**src/rtl/mem_filler.sv**
```systemverilog
// mem_filler: walks BASE..BASE+LEN-1 issuing one wr/ack handshaked write per word.
//   clk_sys, reset     : system clock, async active-high reset
//   i_ena              : clock enable gating the start of each write
//   i_trigger          : run starts on a rising edge
//   i_mode, i_pattern  : fill mode and value/seed, latched at start
//   i_abort            : synchronous cancel of a run
//   i_ack              : memory accepted the current write
//   o_busy             : run in progress
//   o_wr, o_addr, o_data : registered write strobe, address and data
//   o_done             : one-cycle pulse on normal completion
module mem_filler #(
  parameter int                ADDR_W  = 25,
  parameter int                DATA_W  = 8,
  parameter logic [ADDR_W-1:0] BASE    = '0,
  parameter logic [31:0]       LEN     = 32'h20000,
  parameter int                BLK_LOG = 7
) (
  input  logic              clk_sys,
  input  logic              reset,
  input  logic              i_ena,
  input  logic              i_trigger,
  input  logic [1:0]        i_mode,
  input  logic [DATA_W-1:0] i_pattern,
  input  logic              i_abort,
  input  logic              i_ack,
  output logic              o_busy,
  output logic              o_wr,
  output logic [ADDR_W-1:0] o_addr,
  output logic [DATA_W-1:0] o_data,
  output logic              o_done
);
  typedef enum logic [1:0] {IDLE, NEXT, WRITE, DONE} state_t;
  state_t              r_state;
  logic                r_trig_d;
  logic [1:0]          r_mode;
  logic [DATA_W-1:0]   r_pat;
  logic [31:0]         r_cnt;
  logic [15:0]         r_lfsr;
  logic                r_busy, r_wr, r_done;
  logic [ADDR_W-1:0]   r_addr;
  logic [DATA_W-1:0]   r_data;
  logic                w_start;
  logic [15:0]         w_seed, w_lfsr_nx;
  logic [DATA_W-1:0]   w_fill;
  assign w_start   = i_trigger & ~r_trig_d;
  // an all-zero seed would lock the LFSR, so substitute a fixed nonzero one
  assign w_seed    = (i_pattern == '0) ? 16'hACE1 : 16'(i_pattern);
  assign w_lfsr_nx = {r_lfsr[14:0], r_lfsr[15] ^ r_lfsr[13] ^ r_lfsr[12] ^ r_lfsr[10]};
  always_comb
    w_fill = (r_mode == 2'd0) ? r_pat :
             (r_mode == 2'd1) ? (r_cnt[BLK_LOG] ? ~r_pat : r_pat) :
             (r_mode == 2'd2) ? r_cnt[DATA_W-1:0] : r_lfsr[DATA_W-1:0];
  always_ff @(posedge clk_sys or posedge reset) begin
    if (reset) begin
      r_state  <= IDLE;
      r_trig_d <= 1'b1;
      r_mode   <= '0;
      r_pat    <= '0;
      r_cnt    <= '0;
      r_lfsr   <= '0;
      r_busy   <= 1'b0;
      r_wr     <= 1'b0;
      r_addr   <= '0;
      r_data   <= '0;
      r_done   <= 1'b0;
    end else begin
      r_trig_d <= i_trigger;
      r_done   <= 1'b0;
      case (r_state)
        IDLE:
          if (w_start && !i_abort) begin
            r_mode  <= i_mode;
            r_pat   <= i_pattern;
            r_cnt   <= '0;
            r_lfsr  <= w_seed;
            r_busy  <= 1'b1;
            r_state <= NEXT;
          end
        NEXT:
          if (i_abort) begin
            r_busy  <= 1'b0;
            r_state <= IDLE;
          end else if (i_ena) begin
            r_addr  <= BASE + r_cnt[ADDR_W-1:0];
            r_data  <= w_fill;
            r_wr    <= 1'b1;
            r_state <= WRITE;
          end
        WRITE:
          // abort wins over a coincident ack so the aborted word is not counted
          if (i_abort) begin
            r_wr    <= 1'b0;
            r_busy  <= 1'b0;
            r_state <= IDLE;
          end else if (i_ack) begin
            r_wr   <= 1'b0;
            r_lfsr <= w_lfsr_nx;
            if (r_cnt == LEN - 32'd1) begin
              r_busy  <= 1'b0;
              r_done  <= 1'b1;
              r_state <= DONE;
            end else begin
              r_cnt   <= r_cnt + 32'd1;
              r_state <= NEXT;
            end
          end
        DONE:
          r_state <= IDLE;
        default:
          r_state <= IDLE;
      endcase
    end
  end
  assign o_busy = r_busy;
  assign o_wr   = r_wr;
  assign o_addr = r_addr;
  assign o_data = r_data;
  assign o_done = r_done;
endmodule

```
**config.mk**
```make
export PLATFORM = sky130hd
export DESIGN_NAME = mem_filler
export DESIGN_NICKNAME = d
export VERILOG_FILES = /design/src/rtl/mem_filler.sv
export SDC_FILE = /design/constraint.sdc
export NUM_CORES = 1
export LEC_CHECK = 0
export CORE_MARGIN = 2
export CORE_UTILIZATION = 41
export CTS_CLUSTER_DIAMETER = 80
export DETAILED_ROUTE_END_ITERATION = 8
export PLACE_DENSITY = 0.72
export SYNTH_ARGS = -nofsm -noshare
export SYNTH_HDL_FRONTEND = slang
export SYNTH_SLANG_ARGS = --single-unit
```
**constraint.sdc**
```tcl
create_clock -name clk_sys -period 3.7 [get_ports clk_sys]
set_clock_uncertainty 0.05 [all_clocks]
set_input_delay 0.74 -clock clk_sys [delete_from_list [all_inputs] [get_ports clk_sys]]
set_output_delay 0.74 -clock clk_sys [all_outputs]
set_load 0.01 [all_outputs]
```
Word level (Yosys, flattened, before mapping)
Index checks and enable logic that the tools add are counted.
{ "word_totals": {"output_inout_bits": 36, "reg_bits": 97, "input_bits": 16, "elab_cells": 86} }
{ "op_classes": {"n_bitwise": 7, "eq_ne": 16, "reduce_logical": 15, "n_addsub": 1, "n_mux": 36} }
{ "ops": {"columns": ["operator", "n"], "rows": [
  ["$mux 32", 4],
  ["$mux 16", 4],
  ["$pmux 32 s2", 1],
  ["$add 32x1->32 const B", 1],
  ["$eq 32x17->1 const B", 1],
  ["$mux 8", 4],
  ["$pmux 16 s2", 1],
  ["$ne 2x2->1 const B", 7],
  ["$mux 1", 13],
  ["$mux 2", 6],
  ["$reduce_and 5->1", 2],
  ["$ne 3x3->1 const B", 3],
  ["$logic_not 8->1", 1],
  ["$not 8->8", 1],
  ["$pmux 2 s4", 1],
  ["$reduce_and 4->1", 2],
  ["$eq 2x2->1 const B", 3],
  ["$reduce_and 3->1", 2],
  ["$eq 2x1->1 const B", 2],
  ["$logic_not 2->1", 2],
  ["$reduce_bool 2->1", 2],
  ["$pmux 1 s3", 1],
  ["$reduce_bool 3->1", 1],
  ["$xor 1x1->1", 3],
  ["other kinds (6)", 7]
]} }

Depth between registers and ports, before layout
Gate-level depths: netlist of run 1.
{ "depth": {"depth_word": 6, "mapped_depth": 10, "ltp_nobuf": 7} }

Least setup slack after synthesis of run 1
No wires, ideal clock.
{ "synth_timing": {"path_kind": "register to register", "start": "reg r_state[0]", "end": "reg r_cnt[21]", "stages_incl_launch_ff": 10, "setup_time_ns": 0.078, "slack_ns": 1.316, "period_less_slack_ns": 2.384, "arrival_time_ns": 2.256, "path_buffers": 2, "path_cell_list": "dfrtp_1 inv_1 ha_1 buf_4 mux2i_1 a211o_1 buf_2 or4_1 or3_1 a21oi_1"} }
{ "synth_via": {"elab_chain_cells": 3, "word_cells_on_any_way": 9, "classes_between": "eq/ne: 5; mux: 1; reduce/logical: 3"} }
{ "synth_rtl": {"columns": ["element", "line_no", "rtl"], "rows": [
  ["start: declaration", "33", "state_t r_state;"],
  ["start signal: assignment", "55", "r_state <= IDLE;"],
  ["start signal: assignment", "77", "r_state <= NEXT;"],
  ["start signal: assignment", "82", "r_state <= IDLE;"],
  ["$eq 2x2->1 or $logic_not 2->1 (tied branches)", "69", "case (r_state)"],
  ["$ne 2x2->1 (no source line) or $reduce_bool 2->1 (tied branches)", null, null],
  ["$reduce_and 5->1 (no source line)", null, null],
  ["end signal: assignment", "103", "r_cnt <= r_cnt + 32'd1;"],
  ["end: declaration", "37", "logic [31:0] r_cnt;"]
]} }
Parallel ways exist; a longest one is shown, timed or not.
A chain may end at the register's enable or synchronous reset.

Worst setup path in the final report of run 1
{ "layout_timing": {"start": "in i_ack", "end": "reg r_cnt[18]"} }
{ "layout_via": {"elab_chain_cells": 2} }
{ "layout_rtl": {"columns": ["element", "line_no", "rtl"], "rows": [
  ["start: declaration", "25", "input logic i_ack,"],
  ["$ne 2x2->1 (no source line)", null, null],
  ["$reduce_and 5->1 (no source line)", null, null]
]} }
No other way between the ends.

==> flow_metrics.env, run 1 <==
export IMPL_drt_wl_total_um=11500
export IMPL_worst_hold_path_num_cells=2
export IMPL_cp_arrival_ns=3.13
export IMPL_routabilityCongestion=0.877
export IMPL_critPathRequiredTime_ns=3.92
export IMPL_ys_warnings_count=0
export IMPL_place_area_um2=5520
export IMPL_setup_reg_to_reg_worst_slack_ns=0.88
export IMPL_cellLeakagePower_uw=0.00249
export IMPL_unrepaired_setup_endpoints_after_global_routing="false"
export IMPL_totalNegativeSetupSlack_ns=0
export IMPL_post_cts_resized=0
export IMPL_multiInputGateArea_um2=2260
export IMPL_hpwl_um=7850
export IMPL_vdd_ir_drop_worst_uv=383
export IMPL_worstReg2RegStart="r_cnt[1]"
export IMPL_hold_path_startpoint="o_data[3]"
export IMPL_report_power_total_uw=3650
export IMPL_postCtsHoldBufs=0
export IMPL_grt_usage_pct=18.9
export IMPL_postSynthNetCount=512
export IMPL_number_of_global_route_vias_before_repair=3778
export IMPL_cts_clk_slew_worst_paths_ns=0.06
export IMPL_slew_violations=0
export IMPL_synth_largest_type_area_fraction_pct=49.4
export IMPL_violations="DRC"
export IMPL_power_per_cell_area_nw_per_um2=618
export IMPL_numCtsBuffers=9
export IMPL_rows=39
export IMPL_design_portCount=52
export IMPL_postLayoutCellArea_um2=5910
export IMPL_final_instance_count_excl_fill=684
export IMPL_finalCritPeriodShare_pct=78.7
export IMPL_initial_utilization_pct=42.2
export IMPL_syn_cell_area_um2=4860
export IMPL_hold_viol_final=0
export IMPL_drive_above_1_share_pct=12.9
export IMPL_synthTopCellsByArea="sky130_fd_sc_hd__dfrtp_1 (49%), sky130_fd_sc_hd__mux2_2 (8.1%), sky130_fd_sc_hd__nand2_1 (5.8%)"
export IMPL_timing_hold_ws_ns=0.429
export IMPL_cts_root_to_sink_buffers=2
export IMPL_dr_first_iter_drc_count=427
export IMPL_max_clock_freq_ghz=0.343
export IMPL_cts_root_buffer_cell="sky130_fd_sc_hd__clkbuf_16"
export IMPL_syn_avg_cell_area_um2=9.90
export IMPL_async_reset_ff_share_pct=100
export IMPL_cts_post_setup_buffers_inserted=0
export IMPL_final_nets=557
export IMPL_clock_insertion_delay_worst_skew_ns=0.35
export IMPL_final_setup_viol_count=0
export IMPL_grt_start_max_net_pins=62
export IMPL_regArea_um2=2430
export IMPL_floorplan_die_width_um=113
export IMPL_worstSetupEndpointType="flip-flop"
export IMPL_critical_path_class="in -> reg"
export IMPL_cp_max_fo=11
export IMPL_synth_ff_latch_count=97
export IMPL_min_to="o_data[3]"
export IMPL_numPlacedInstances=668
export IMPL_synth_cells=491
export IMPL_slew_headroom_pct=40.8
export IMPL_layout_area_overhead_vs_synth_pct=21.7
export IMPL_min_path_type="reg -> reg"
export IMPL_htree_levels=3
export IMPL_max_cap_violations=0
export IMPL_tightestPinTransition_ns=0.888
export IMPL_number_of_cells_on_the_worst_reg_to_reg_path=6
export IMPL_synth_enable_flop_cells=0
export IMPL_r2r_end="r_cnt[23]"
export IMPL_routed_via_count=4012
export IMPL_ys_dominant_reg_cell="sky130_fd_sc_hd__dfrtp_1"
export IMPL_antenna_cells=0
export IMPL_drc_errors=4
export IMPL_core_area_um2=11500
export IMPL_layout_filler_cells=1056
export IMPL_final_min_clock_period_ns=2.91
export IMPL_die_height_um=113
export IMPL_global_route_overflow_total=0
export IMPL_postRouteAntennaNets=0
export IMPL_avgRoutedWirePerCell_um=16.8
export IMPL_antenna_found_initial=0
export IMPL_post_synth_num_cell_types=53
export IMPL_startpoint_type="input pin"
export IMPL_buffer_ports_inserted=51
export IMPL_wire_length_of_the_first_global_routing_pass_um=19300
export IMPL_status="finished with violations"
export IMPL_tritonroute_pass_1_iters=7
export IMPL_cts_tree="done"
export IMPL_synthDominantAreaCellType="sky130_fd_sc_hd__dfrtp_1"
export IMPL_floorplan_die_area_um2=12700
export IMPL_clock_sinks=97
export IMPL_post_drt_via_cell_ratio=5.87
export IMPL_ys_seq_area_share_pct=50.0
[critical path, cell delays in order]
cell and delay (ns):
sky130_fd_sc_hd__clkdlybuf4s50_1 0.55, sky130_fd_sc_hd__mux2i_1 0.14, sky130_fd_sc_hd__a211oi_2 0.57, sky130_fd_sc_hd__o211ai_1 0.46, sky130_fd_sc_hd__or4_1 0.58, sky130_fd_sc_hd__o21ai_0 0.09
[routing by layer]
metal / track usage (%) / part of all wire [%]
met3: 2.46 / 4.8
met5: 0 / 0
met1: 26.6 / 46
met4: 7.64 / 2.4
met2: 29.8 / 47
[stage by stage]
stage               util, %  setup WS [ns]
finish                 51.3          0.787
floorplan                 -          0.378
CTS                    51.3          0.849
detailed placement     47.9          0.491
global placement       47.9          0.638
global route           51.3          0.620
[where the power goes]
group	total, µW	switching (µW)	internal, µW
clock network	1220	400	816
registers	1450	205	1250
logic	981	517	463
[how the worst max path moves through the flow]
stage / endpoint / start / slack, ns / depth (start not counted)
after global placement: r_cnt[18] / i_ack / 0.64 / 6
final: r_cnt[18] / i_ack / 0.79 / 6
after detailed placement: r_cnt[22] / i_ack / 0.49 / 6
after CTS: r_cnt[18] / i_ack / 0.85 / 6
after floorplan: o_addr[0] / reset / 0.38 / 1
after global routing: r_cnt[17] / r_cnt[24] / 0.62 / 5
[cells in the final DEF, fill, tap and decap left out, drive strengths merged, types with 2 or more instances in the layout]
cell and n:
or4 13, o311ai 3, o41ai 2, nand2b 5, nand3 18, nor2 13
mux2 35, and2 2, dfrtp 96, o211ai 6, or3 21, a211o 2
mux2i 14, nand4 10, a21oi 32, bufinv 5, nor2b 4, nor3 3
a211oi 2, and4 3, clkdlybuf4s50 51, xnor2 6, o31ai 6, o21ai 52
clkbuf 11, ha 5, nor4 8, buf 11, nor4b 3, a31oi 2
inv 10, nand2 75
[kinds of logic (layout without fill, tap and decap cells)]
kind of cell    Yosys count  count (layout)  share of synthesized area [%]
compound gates          113             113                           13.8
fa+ha+maj                 5               5                           1.29
buf+inv                  39              89                           3.45
flops                    97              97                           50.0
xor+xnor                  7               7                           1.26
mux                      49              49                           11.0
simple gates            181             181                           19.2
[synthesized netlist by cell type, types with 2 or more instances]
| cell | instances |
|---|---|
| sky130_fd_sc_hd__nor3_1 | 3 |
| sky130_fd_sc_hd__o31ai_1 | 4 |
| sky130_fd_sc_hd__o21ai_1 | 2 |
| sky130_fd_sc_hd__nand3_1 | 18 |
| sky130_fd_sc_hd__inv_1 | 11 |
| sky130_fd_sc_hd__buf_1 | 2 |
| sky130_fd_sc_hd__or4_1 | 12 |
| sky130_fd_sc_hd__nand4_1 | 9 |
| sky130_fd_sc_hd__or3_1 | 21 |
| sky130_fd_sc_hd__nand2_1 | 75 |
| sky130_fd_sc_hd__nand2b_1 | 5 |
| sky130_fd_sc_hd__o311ai_0 | 3 |
| sky130_fd_sc_hd__nor4b_1 | 3 |
| sky130_fd_sc_hd__a21oi_1 | 32 |
| sky130_fd_sc_hd__dfrtp_1 | 96 |
| sky130_fd_sc_hd__xnor2_1 | 6 |
| sky130_fd_sc_hd__a211o_1 | 2 |
| sky130_fd_sc_hd__mux2i_1 | 14 |
| sky130_fd_sc_hd__ha_1 | 5 |
| sky130_fd_sc_hd__o211ai_1 | 6 |
| sky130_fd_sc_hd__and4_1 | 3 |
| sky130_fd_sc_hd__a31oi_1 | 2 |
| sky130_fd_sc_hd__o21ai_0 | 50 |
| sky130_fd_sc_hd__o41ai_1 | 2 |
| sky130_fd_sc_hd__nor2b_1 | 4 |
| sky130_fd_sc_hd__nor4_1 | 7 |
| sky130_fd_sc_hd__clkbuf_1 | 21 |
| sky130_fd_sc_hd__buf_6 | 2 |
| sky130_fd_sc_hd__nor2_1 | 13 |
| sky130_fd_sc_hd__mux2_2 | 35 |
[sequential cells by signal (all words and copies together) (netlist names)]
name      cells
r_mode        2
r_pat         8
o_wr          1
r_lfsr       16
o_addr       25
r_trig_d      1
o_busy        1
r_cnt        32
r_state       2
o_data        8
o_done        1
[layout make-up]
| type | instances | area share, % |
|---|---|---|
| flip-flops and latches | 97 | 41.1 |
| multi-input cells | 355 | 38.3 |
| repair buffers | 62 | 10.2 |
| clock buffers | 11 | 4.11 |
| well taps | 143 | 3.03 |
| clock inverters | 5 | 2.54 |
| inverters | 11 | 0.720 |
Power figures use the tool's default switching activity.
==> inputs of run 2 (changes only) <==
- clock period: 3.7 -> 2.8 ns (I/O delays scaled with it)
==> flow_metrics.env, run 2 (synthesis results as in run 1) <==
export IMPL_status="finished with violations"
export IMPL_violations="DRC"
export IMPL_final_min_clock_period_ns=2.57
export IMPL_p_comb_share_pct=30.0
export IMPL_cts_post_setup_buffers_inserted=0
export IMPL_critPathRequiredTime_ns=3.02
export IMPL_mostFrequentLayoutCell="sky130_fd_sc_hd__dfrtp_1"
export IMPL_routed_via_count=4041
export IMPL_core_area_um2=11500
export IMPL_max_flop_register="r_cnt"
export IMPL_buffer_ports_inserted=51
export IMPL_worstSetupStartpoint="r_cnt[0]"
export IMPL_pwr_share_clk_pct=27.6
export IMPL_tightestPinTransition_ns=0.630
export IMPL_worst_path_buf_inv=0
export IMPL_worstReg2RegStart="r_cnt[0]"
export IMPL_clock_insertion_delay_worst_skew_ns=0.35
export IMPL_r2r_end="r_cnt[6]"
export IMPL_routabilityCongestion=0.890
export IMPL_design_portCount=52
export IMPL_vdd_ir_drop_worst_uv=461
export IMPL_startpoint_type="flip-flop"
export IMPL_die_height_um=113
export IMPL_number_of_global_route_vias_before_repair=4025
export IMPL_worst_path_dominant_cell_family="compound AO/OA/AOI/OAI gates"
export IMPL_power_per_cell_area_nw_per_um2=765
export IMPL_cts_clk_slew_worst_paths_ns=0.06
export IMPL_timing_hold_ws_ns=0.432
export IMPL_worstSetupEndpointType="flip-flop"
export IMPL_swShare_pct=32.9
export IMPL_layout_filler_cells=1035
export IMPL_worstPathCellList="ha_1 > nand3_1 > or4_4 > o31ai_2 > o21ai_0 > a21oi_1"
export IMPL_totalNegativeSetupSlack_ns=0
export IMPL_cell_internal_pwr_uw=3040
export IMPL_post_cts_resized=0
export IMPL_min_path_type="reg -> reg"
export IMPL_hpwl_um=7920
export IMPL_drc_errors=5
export IMPL_place_area_um2=5610
export IMPL_numPlacedInstances=677
export IMPL_mostFrequentLayoutCells="sky130_fd_sc_hd__dfrtp_1 (96), sky130_fd_sc_hd__nand2_1 (75), sky130_fd_sc_hd__clkdlybuf4s50_1 (51)"
export IMPL_grt_start_max_net_pins=98
export IMPL_critical_path_slowest_cell="sky130_fd_sc_hd__or4_4"
export IMPL_hold_viol_final=0
export IMPL_drt_wl_total_um=11600
export IMPL_final_instance_count_excl_fill=692
export IMPL_cp_endpoint="r_cnt[6]"
export IMPL_final_nets=566
export IMPL_grt_usage_pct=19.1
export IMPL_postLayoutCellArea_um2=5910
export IMPL_floorplan_die_width_um=113
export IMPL_unrepaired_setup_endpoints_after_global_routing="false"
export IMPL_floorplan_die_area_um2=12700
export IMPL_slew_violations=0
export IMPL_initial_utilization_pct=42.2
export IMPL_worst_stage_delay_on_the_critical_path_ns=0.62
export IMPL_antenna_found_initial=0
export IMPL_critical_path_class="reg -> reg"
export IMPL_antenna_cells=0
export IMPL_max_reg_flops=32
export IMPL_layout_area_overhead_vs_synth_pct=21.6
export IMPL_avgRoutedWirePerCell_um=16.7
export IMPL_htree_levels=3
export IMPL_slew_headroom_pct=58.0
export IMPL_critical_path_stages=6
export IMPL_power_net_switching_uw=1490
export IMPL_post_drt_via_cell_ratio=5.84
export IMPL_postRouteAntennaNets=0
export IMPL_number_of_cells_on_the_worst_reg_to_reg_path=6
export IMPL_cts_root_buffer_cell="sky130_fd_sc_hd__clkbuf_16"
export IMPL_cellLeakagePower_uw=0.00250
export IMPL_max_clock_freq_ghz=0.390
export IMPL_dr_first_iter_drc_count=342
export IMPL_drive_above_1_share_pct=14.2
export IMPL_global_route_overflow_total=0
export IMPL_clock_sinks=97
export IMPL_setup_reg_to_reg_worst_slack_ns=0.23
export IMPL_pwr_share_seq_pct=42.4
export IMPL_cp_max_fo=8
export IMPL_wire_length_of_the_first_global_routing_pass_um=19600
export IMPL_cp_arrival_ns=2.79
export IMPL_final_setup_viol_count=0
export IMPL_cts_tree="done"
export IMPL_cts_root_to_sink_buffers=2
export IMPL_postLayoutCoreUtil_pct=51.3
export IMPL_max_cap_violations=0
export IMPL_postCtsHoldBufs=0
export IMPL_finalCritPeriodShare_pct=91.6
export IMPL_tritonroute_pass_1_iters=8
export IMPL_rows=39
export IMPL_numCtsBuffers=9
[run 2: layer usage]
| layer | global-route usage [%] | share of wire (%) | up-vias | wire length [µm] |
|---|---|---|---|---|
| li1 | - | - | 1887 | - |
| met1 | 24.9 | 44 | 1973 | 5140 |
| met2 | 30.6 | 48 | 154 | 5530 |
| met3 | 3.91 | 5.6 | 27 | 651 |
| met4 | 9.59 | 2.3 | 0 | 262 |
| met5 | 0 | 0 | - | 0 |
[run 2: stage by stage]
step,power [µW],setup slack (ns)
final,4520,0.235
after global routing,4790,0.0505
after CTS,4550,0.300
after detailed placement,3290,0.0977
after global placement,3240,0.150
after floorplan,2750,0.416
[run 2: how the worst min path moves through the flow]
stage	endpoint	cells after the start	from	slack (ns)
6_report	o_data[1]	2	o_data[1]	0.43
5_1_grt	r_lfsr[8]	2	r_lfsr[8]	0.46
4_1_cts	r_lfsr[14]	2	r_lfsr[14]	0.43
3_5_place_dp	r_lfsr[9]	2	r_lfsr[9]	0.41
3_3_place_gp	r_lfsr[8]	2	r_lfsr[8]	0.40
2_1_floorplan	r_lfsr[9]	2	r_lfsr[9]	0.39
[run 2: area by class of cell]
| class | count | area, µm² | share of cell area, % |
|---|---|---|---|
| clock buffer | 12 | 256 | 4.34 |
| clock inverter | 3 | 40.0 | 0.677 |
| inverter | 11 | 45.0 | 0.762 |
| multi-input combinational | 355 | 2260 | 38.3 |
| sequential | 97 | 2430 | 41.1 |
| tap | 143 | 179 | 3.03 |
| timing repair buffer | 71 | 698 | 11.8 |
[run 2: power groups by stage]
| stage | Sequential, µW | Combinational [µW] | Clock (µW) |
|---|---|---|---|
| after floorplan | 1860 | 892 | 0 |
| after global placement | 1920 | 1310 | 0 |
| after detailed placement | 1940 | 1360 | 0 |
| after CTS | 1910 | 1360 | 1270 |
| after global routing | 1960 | 1510 | 1320 |
| final | 1920 | 1360 | 1250 |
[run 2: tightest hold or removal path, delay by kind of cell (launching register included)]
family | cells | cell delay, ns
AOI/OAI and AO/OA | 1 | 0.06
DFF | 1 | 0.34
and+or+nand+nor | 1 | 0.05
